<file path="config.mk">
export PLATFORM = sky130hd
export DESIGN_NAME = bram_port_arbiter
export DESIGN_NICKNAME = d
export VERILOG_FILES = /design/src/rtl/bram_port_arbiter.sv
export SDC_FILE = /design/constraint.sdc
export NUM_CORES = 1
export LEC_CHECK = 0
export ABC_AREA = 1
export CAP_MARGIN = 10
export CORE_AREA = 2 2 118 120
export DETAILED_ROUTE_END_ITERATION = 6
export DIE_AREA = 0 0 120 122
export PLACE_DENSITY = 0.66
export SLEW_MARGIN = 20
export SYNTH_ARGS = -nofsm -noshare
export SYNTH_HDL_FRONTEND = slang
export SYNTH_SLANG_ARGS = --single-unit
export TNS_END_PERCENT = 10
</file>
<file path="constraint.sdc">
create_clock -name clk -period 8.28 [get_ports clk]
set_clock_uncertainty 0.05 [all_clocks]
set_input_delay 2.484 -clock clk [delete_from_list [all_inputs] [get_ports clk]]
set_output_delay 2.484 -clock clk [all_outputs]
set_load 0.05 [all_outputs]
</file>
<file path="src/rtl/bram_port_arbiter.sv">
// Round-robin arbiter sharing one block-memory port between NUM_REQ requesters.
// Routes read data back to the issuer; optional lock for atomic sequences.
module bram_port_arbiter #(
  parameter  int NUM_REQ        = 4,
  parameter  int CAPACITY_BYTES = 128,
  parameter  int BYTES_PER_WORD = 4,
  localparam int ADDR_BITS      = $clog2(CAPACITY_BYTES),
  localparam int WORD_BITS      = 8 * BYTES_PER_WORD,
  localparam int PW             = (NUM_REQ > 1) ? $clog2(NUM_REQ) : 1
) (
  input  logic                                     clk,
  input  logic                                     reset_n,
  input  logic [NUM_REQ-1:0]                       req_valid,
  output logic [NUM_REQ-1:0]                       req_ready,
  input  logic [NUM_REQ-1:0]                       req_lock,
  input  logic [NUM_REQ-1:0][ADDR_BITS-1:0]        req_address,
  input  logic [NUM_REQ-1:0]                       req_rd_en,
  input  logic [NUM_REQ-1:0][BYTES_PER_WORD-1:0]   req_wr_en,
  input  logic [NUM_REQ-1:0][WORD_BITS-1:0]        req_wr_data,
  output logic [NUM_REQ-1:0]                       rsp_valid,
  output logic [WORD_BITS-1:0]                     rsp_data,
  output logic [ADDR_BITS-1:0]                     mem_address,
  output logic                                     mem_rd_en,
  output logic [BYTES_PER_WORD-1:0]                mem_wr_en,
  output logic [WORD_BITS-1:0]                     mem_wr_data,
  input  logic [WORD_BITS-1:0]                     mem_rd_data
);

  typedef enum logic {
    IDLE,
    LOCKED
  } state_t;

  state_t             state_q, state_d;
  logic [PW-1:0]      owner_q, owner_d;
  logic [PW-1:0]      rr_ptr_q, rr_ptr_d;
  logic [NUM_REQ-1:0] rsp_valid_q, rsp_valid_d;

  logic [NUM_REQ-1:0] grant;
  logic [PW-1:0]      gidx;
  logic               found;
  logic [PW-1:0]      cand;

  always_ff @(posedge clk or negedge reset_n) begin
    if (!reset_n) begin
      state_q     <= IDLE;
      owner_q     <= '0;
      rr_ptr_q    <= '0;
      rsp_valid_q <= '0;
    end else begin
      state_q     <= state_d;
      owner_q     <= owner_d;
      rr_ptr_q    <= rr_ptr_d;
      rsp_valid_q <= rsp_valid_d;
    end
  end

  always_comb begin
    state_d     = state_q;
    owner_d     = owner_q;
    rr_ptr_d    = rr_ptr_q;
    rsp_valid_d = '0;
    if (found) begin
      rr_ptr_d = (int'(gidx) == NUM_REQ - 1) ? '0 : gidx + PW'(1);
      if (req_rd_en[gidx]) rsp_valid_d = grant;
      unique case (state_q)
        IDLE: begin
          if (req_lock[gidx]) begin
            state_d = LOCKED;
            owner_d = gidx;
          end
        end
        LOCKED: begin
          if (!req_lock[gidx]) state_d = IDLE;
        end
        default: state_d = IDLE;
      endcase
    end
  end

  // Grant search; a locked port only ever looks at its owner
  always_comb begin
    grant = '0;
    gidx  = '0;
    found = 1'b0;
    cand  = '0;
    if (reset_n) begin
      if (state_q == LOCKED) begin
        if (req_valid[owner_q]) begin
          grant[owner_q] = 1'b1;
          gidx           = owner_q;
          found          = 1'b1;
        end
      end else begin
        for (int i = 0; i < NUM_REQ; i++) begin
          cand = PW'((int'(rr_ptr_q) + i) % NUM_REQ);
          if (!found && req_valid[cand]) begin
            grant[cand] = 1'b1;
            gidx        = cand;
            found       = 1'b1;
          end
        end
      end
    end
  end

  always_comb begin
    req_ready   = grant;
    mem_address = '0;
    mem_rd_en   = 1'b0;
    mem_wr_en   = '0;
    mem_wr_data = '0;
    if (found) begin
      mem_address = req_address[gidx];
      mem_rd_en   = req_rd_en[gidx];
      mem_wr_en   = req_wr_en[gidx];
      mem_wr_data = req_wr_data[gidx];
    end
    rsp_valid = rsp_valid_q;
    rsp_data  = (|rsp_valid_q) ? mem_rd_data : '0;
  end

endmodule
</file>
-- Yosys cells after proc, flatten, opt, wreduce, memory -nomap -nowiden
Index checks and enable logic that the tools add are counted.
- $add $sub $neg: 4
- order comparisons: 11
- eq/ne operators: 1
- muxes and demuxes: 72
- bitwise gates (word level): 4
- reduce and logical (&&, ||, !) cells: 13
- operator list (operator ; number):
    $mux W32 ; 3
    $mux W4 ; 17
    $bmux W32 S2 ; 1
    $mux W1 ; 27
    $lt A2 B3 Y1 const B ; 6
    $mux W2 ; 8
    $bmux W1 S2 ; 7
    $bmux W7 S2 ; 1
    $mux W7 ; 2
    $or A4 B4 Y4 ; 3
    $demux W1 S2 ; 5
    $ge A2 B1 Y1 const B ; 5
    $bmux W4 S2 ; 1
    $logic_and A1 B1 Y1 ; 8
    $add A2 B1 Y2 const B ; 2
    $add A2 B2 Y2 const B ; 2
    $reduce_or A4 Y1 ; 1
    $logic_not A1 Y1 ; 3
    $reduce_and A3 Y1 ; 1
    $eq A2 B1 Y1 const B ; 1
    $not A1 Y1 ; 1
- flip-flop bits (word level): 9
- input bits: 218
- output and inout port bits: 84

-- Logic depth before layout (Yosys ltp)
- depth in word-level cells: 24
- depth in mapped cells: 19
- mapped depth without buffers: 17

-- Least setup slack after synthesis
Ideal clock, no wire load.
- kind: input port to output port
- start point: input req_valid[0]
- end point: output mem_wr_data[15]
- arrival time: 4465 ps
- setup slack: 1281 ps
- stages on the path: 12
- path buffers: 2
- cell sequence: inv_1 -> nor3_1 -> nor2_1 -> a31oi_1 -> nand2_1 -> nand2_4 -> nand2_4 -> buf_6 -> buf_6 -> nand2_1 -> o211ai_1 -> a21oi_1
- longest elaborated chain between the ends: 23
- RTL lines (element ; line ; RTL):
    start: declaration ; 13 ; input logic [NUM_REQ-1:0] req_valid,
    $bmux W1 S2 ; 97 ; if (!found && req_valid[cand]) begin
    $mux W1 (implied by the code) ; 97 ;
    $mux W1 ; 97 ;
    $mux W1 ; 88 ; if (state_q == LOCKED) begin
    $mux W1 ; 87 ; if (reset_n) begin
    $logic_not A1 Y1 ; 97 ;
    $logic_and A1 B1 Y1 ; 97 ;
    $mux W1 ; 97 ;
    [... 7 more ...] ; n/a ;
    $logic_not A1 Y1 ; 97 ;
    $logic_and A1 B1 Y1 ; 97 ;
    $mux W2 ; 97 ;
    $mux W2 ; 88 ;
    $mux W2 ; 87 ;
    $bmux W32 S2 ; 117 ; mem_wr_data = req_wr_data[gidx];
    $mux W32 (implied by the code) ; 117 ;
    $mux W32 * ; 113 ; if (found) begin
    end: declaration ; 25 ; output logic [WORD_BITS-1:0] mem_wr_data,
Mark *: on every way between the ends. The rest lies on a longest branch, timed or not. The select of a mux whose other input is x is not followed.

-- Worst setup path in the final report
- start point: input req_valid[0]
- end point: output mem_rd_en
- longest elaborated chain between the ends: 23
- RTL lines (element ; line ; RTL):
    $bmux W1 S2 ; 97 ;
    $mux W1 (implied by the code) ; 97 ;
    $mux W1 ; 97 ;
    $mux W1 ; 88 ;
    $mux W1 ; 87 ;
    $logic_not A1 Y1 ; 97 ;
    $logic_and A1 B1 Y1 ; 97 ;
    $mux W1 ; 97 ;
    [... 8 more ...] ; n/a ;
    $logic_and A1 B1 Y1 ; 97 ;
    $mux W2 ; 97 ;
    $mux W2 * ; 88 ;
    $mux W2 * ; 87 ;
    via gidx[0] ; 40 ; logic [PW-1:0] gidx;
    $bmux W1 S2 * ; 115 ; mem_rd_en = req_rd_en[gidx];
    $mux W1 (implied by the code) * ; 115 ;
    $mux W1 * ; 113 ;
    end: declaration ; 23 ; output logic mem_rd_en,
Mark *: on every way through the listed nets, which the timed path passes. The rest lies on a longest branch. The select of a mux whose other input is x is not followed.

==> flow_summary.toml <==
[place]
gp_congestion = 0.844
placed_cell_area_sq_mm = 0.00668
hpwl_microns = 12100
numPlacedInstances = 1025
dp_slack_ps = 434
port_buffers = 301

[floorplanning]
die_w_microns = 120
fp.dieH_microns = 122
num_rows = 43
core_sq_mm = 0.0135
die_area_sq_mm = 0.0146
io_pins = 302
start_util = 0.232

[timing]
finalHoldViolCount = 0
setup_slack_ps = 453
period_share = 0.945
worst_pin_slew_ps = 754
rsz0062_at_grt = "no"
fmax_ghz = 0.128
whs_ps = 529
post-route-min-period_ps = 7830
setup_viol = 0
max_slew_margin = 0.496
finalSetupTns_ps = 0
drv_slew = 0

[logic_synthesis]
synth_compound_area_frac = 0.305
netlist_area_sq_mm = 0.00313
synth_xor_xnor_area_share = 0
ys_ff_latch = 9
netlist_instances = 569
yosysWarningCount = 0
async_flop_share = 1.00
synth-main-ff-cell = "dfrtp_1"
synth-edff-count = 0
synthAdderAreaFrac = 0.0360
yosysUniqueCellTypes = 34
synth_mux_area_frac = 0
ys_seq_area_frac = 0.0719
syn_area_per_cell_sq_um = 5.50
syn_nets = 796
yosys.area_share.simple = 0.378
synth_top_family_by_area = "simple AND/OR/NAND/NOR gates"

[outcome]
status = "completed"

[route]
drt_first_pass_iters = 5
wl_per_cell_microns = 13.9
drtIter0Drc = 150
via_count = 4594
totalWireLength_microns = 14300
avgViaCountPerCell = 4.46
ant_nets = 0
drc = 0

[grt]
use_met2 = 0.333
met3_usage = 0.0637
grt_max_degree = 53
grt-busiest-layer = "met2"
grt_usage = 0.182
grt.overflow.total = 0
antenna_found_initial = 0
grt_pass1_wl_microns = 21200
grt_util_met1 = 0.192
grt_pass1_vias = 4234

[finish]
syn_to_final_growth_pct = 116
fillers = 1357
antennaDiodeCount = 0
final_nets = 1077
finalInstanceArea_sq_mm = 0.00676
final-seq-area_sq_um = 225
stdcell_count = 1029
multi_input_area_sq_mm = 0.00226
drive_above_1_share = 0.146
final_common_cell = "clkdlybuf4s50_1"
post-route-util = 0.501
final_cell_mix = "257 x clkdlybuf4s50_1, 126 x nor2_1, 94 x inv_1"

[critical_path]
cp-start-kind = "input pin"
path_class = "in -> out"
crit_path_end_kind = "primary output"
required_ps = 5750
cp.arrival_ps = 5290
cp_max_fo = 18

[pwr]
clockPowerShare = 0.030
combPwrFrac = 0.938
p_int_mw = 1.13
vdd_ir_drop_max_mv = 0.175
p_seq_frac = 0.032
p_per_area_mw_per_mm2 = 419
switchingPower_mw = 1.71
p_total_mw = 2.84
power_leakage_nw = 3.09
switching_share = 0.601

[run]
cap_viol_max_count = 0

[clocking]
post_cts_buffers = 0
cts_buffers = 3
root_buffer = "clkbuf_16"
clk_path_buf_depth = 2
clk_pin_slew_ps = 40
numClockSinks = 9
cts_resized = 0
postCtsHoldBufs = 0
clkLatencyLatePin_ps = 230
cts_htree_levels = 1
cts_tree = "yes"

[worst_hold_path]
hp-class = "reg -> reg"
state kept, by name, summed over array words and instances (netlist names):
register   cells
state_q        1
rr_ptr_q       2
rsp_valid      4
owner_q        2
layout make-up:
type | instances | area share
tap | 180 | 0.0333
inverter | 102 | 0.0574
clock buffer | 4 | 0.0117
multi-input combinational | 421 | 0.335
sequential | 9 | 0.0333
timing repair buffer | 313 | 0.530
per-layer routing:
metal  part of all wire  vias up
met5                  0        -
met4              0.030        0
met3              0.099       26
met2               0.50      219
met1               0.37     1971
li1                   -     2378
kinds of logic (layout without fill, tap and decap cells):
family          after synthesis  after routing
simple gates                268            268
compound gates              144            144
buf+inv                     139            419
fa+ha+maj                     9              9
flops                         9              9
cell usage after synthesis, types with 11 or more instances:
master / n / area share
o211ai_1: 26 / 0.062
o21ai_0: 39 / 0.062
o211ai_2: 17 / 0.068
inv_1: 94 / 0.11
buf_6: 14 / 0.050
a21oi_1: 41 / 0.066
nand3_1: 26 / 0.042
nand2_1: 74 / 0.089
nor2_1: 126 / 0.15
nand2_2: 22 / 0.044
clkbuf_1: 11 / 0.013
critical path, cell delays in order:
cell and delay [ps]:
clkdlybuf4s50_1 500, inv_1 80, nor3_1 170, nor2_1 80
a31oi_1 330, nand2_1 180, nand2_4 230, nand2_4 200
inv_2 160, nand2_1 60, nand3_1 60, nand2_1 150
nor2_1 410, buf_12 200
power by group through the flow:
stage                     combinational [mW]  clock, mW  sequential [mW]
after global routing                    2.84     0.0885           0.0964
after detailed placement                2.68          0           0.0945
final                                   2.66     0.0841           0.0921
after CTS                               2.68     0.0856           0.0938
after global placement                  2.67          0           0.0930
after floorplan                         1.72          0            0.104
final timing paths:
kind | from | endpoint | slack, ps | depth (start not counted)
setup / recovery | req_valid[0] | mem_rd_en | 450 | 14
hold / removal | owner_q[0]$_DFFE_PN0P_ | owner_q[0]$_DFFE_PN0P_ | 530 | 2
setup reg to reg | rr_ptr_q[0]$_DFFE_PN0P_ | owner_q[0]$_DFFE_PN0P_ | 5180 | 18
hold reg to reg | owner_q[0]$_DFFE_PN0P_ | owner_q[0]$_DFFE_PN0P_ | 530 | 2
max in group asynchronous | reset_n | owner_q[1]$_DFFE_PN0P_ | 4950 | 2
min in group asynchronous | reset_n | rsp_valid[2]$_DFF_PN0_ | 2650 | 1
(Power assumes the default switching activity.)
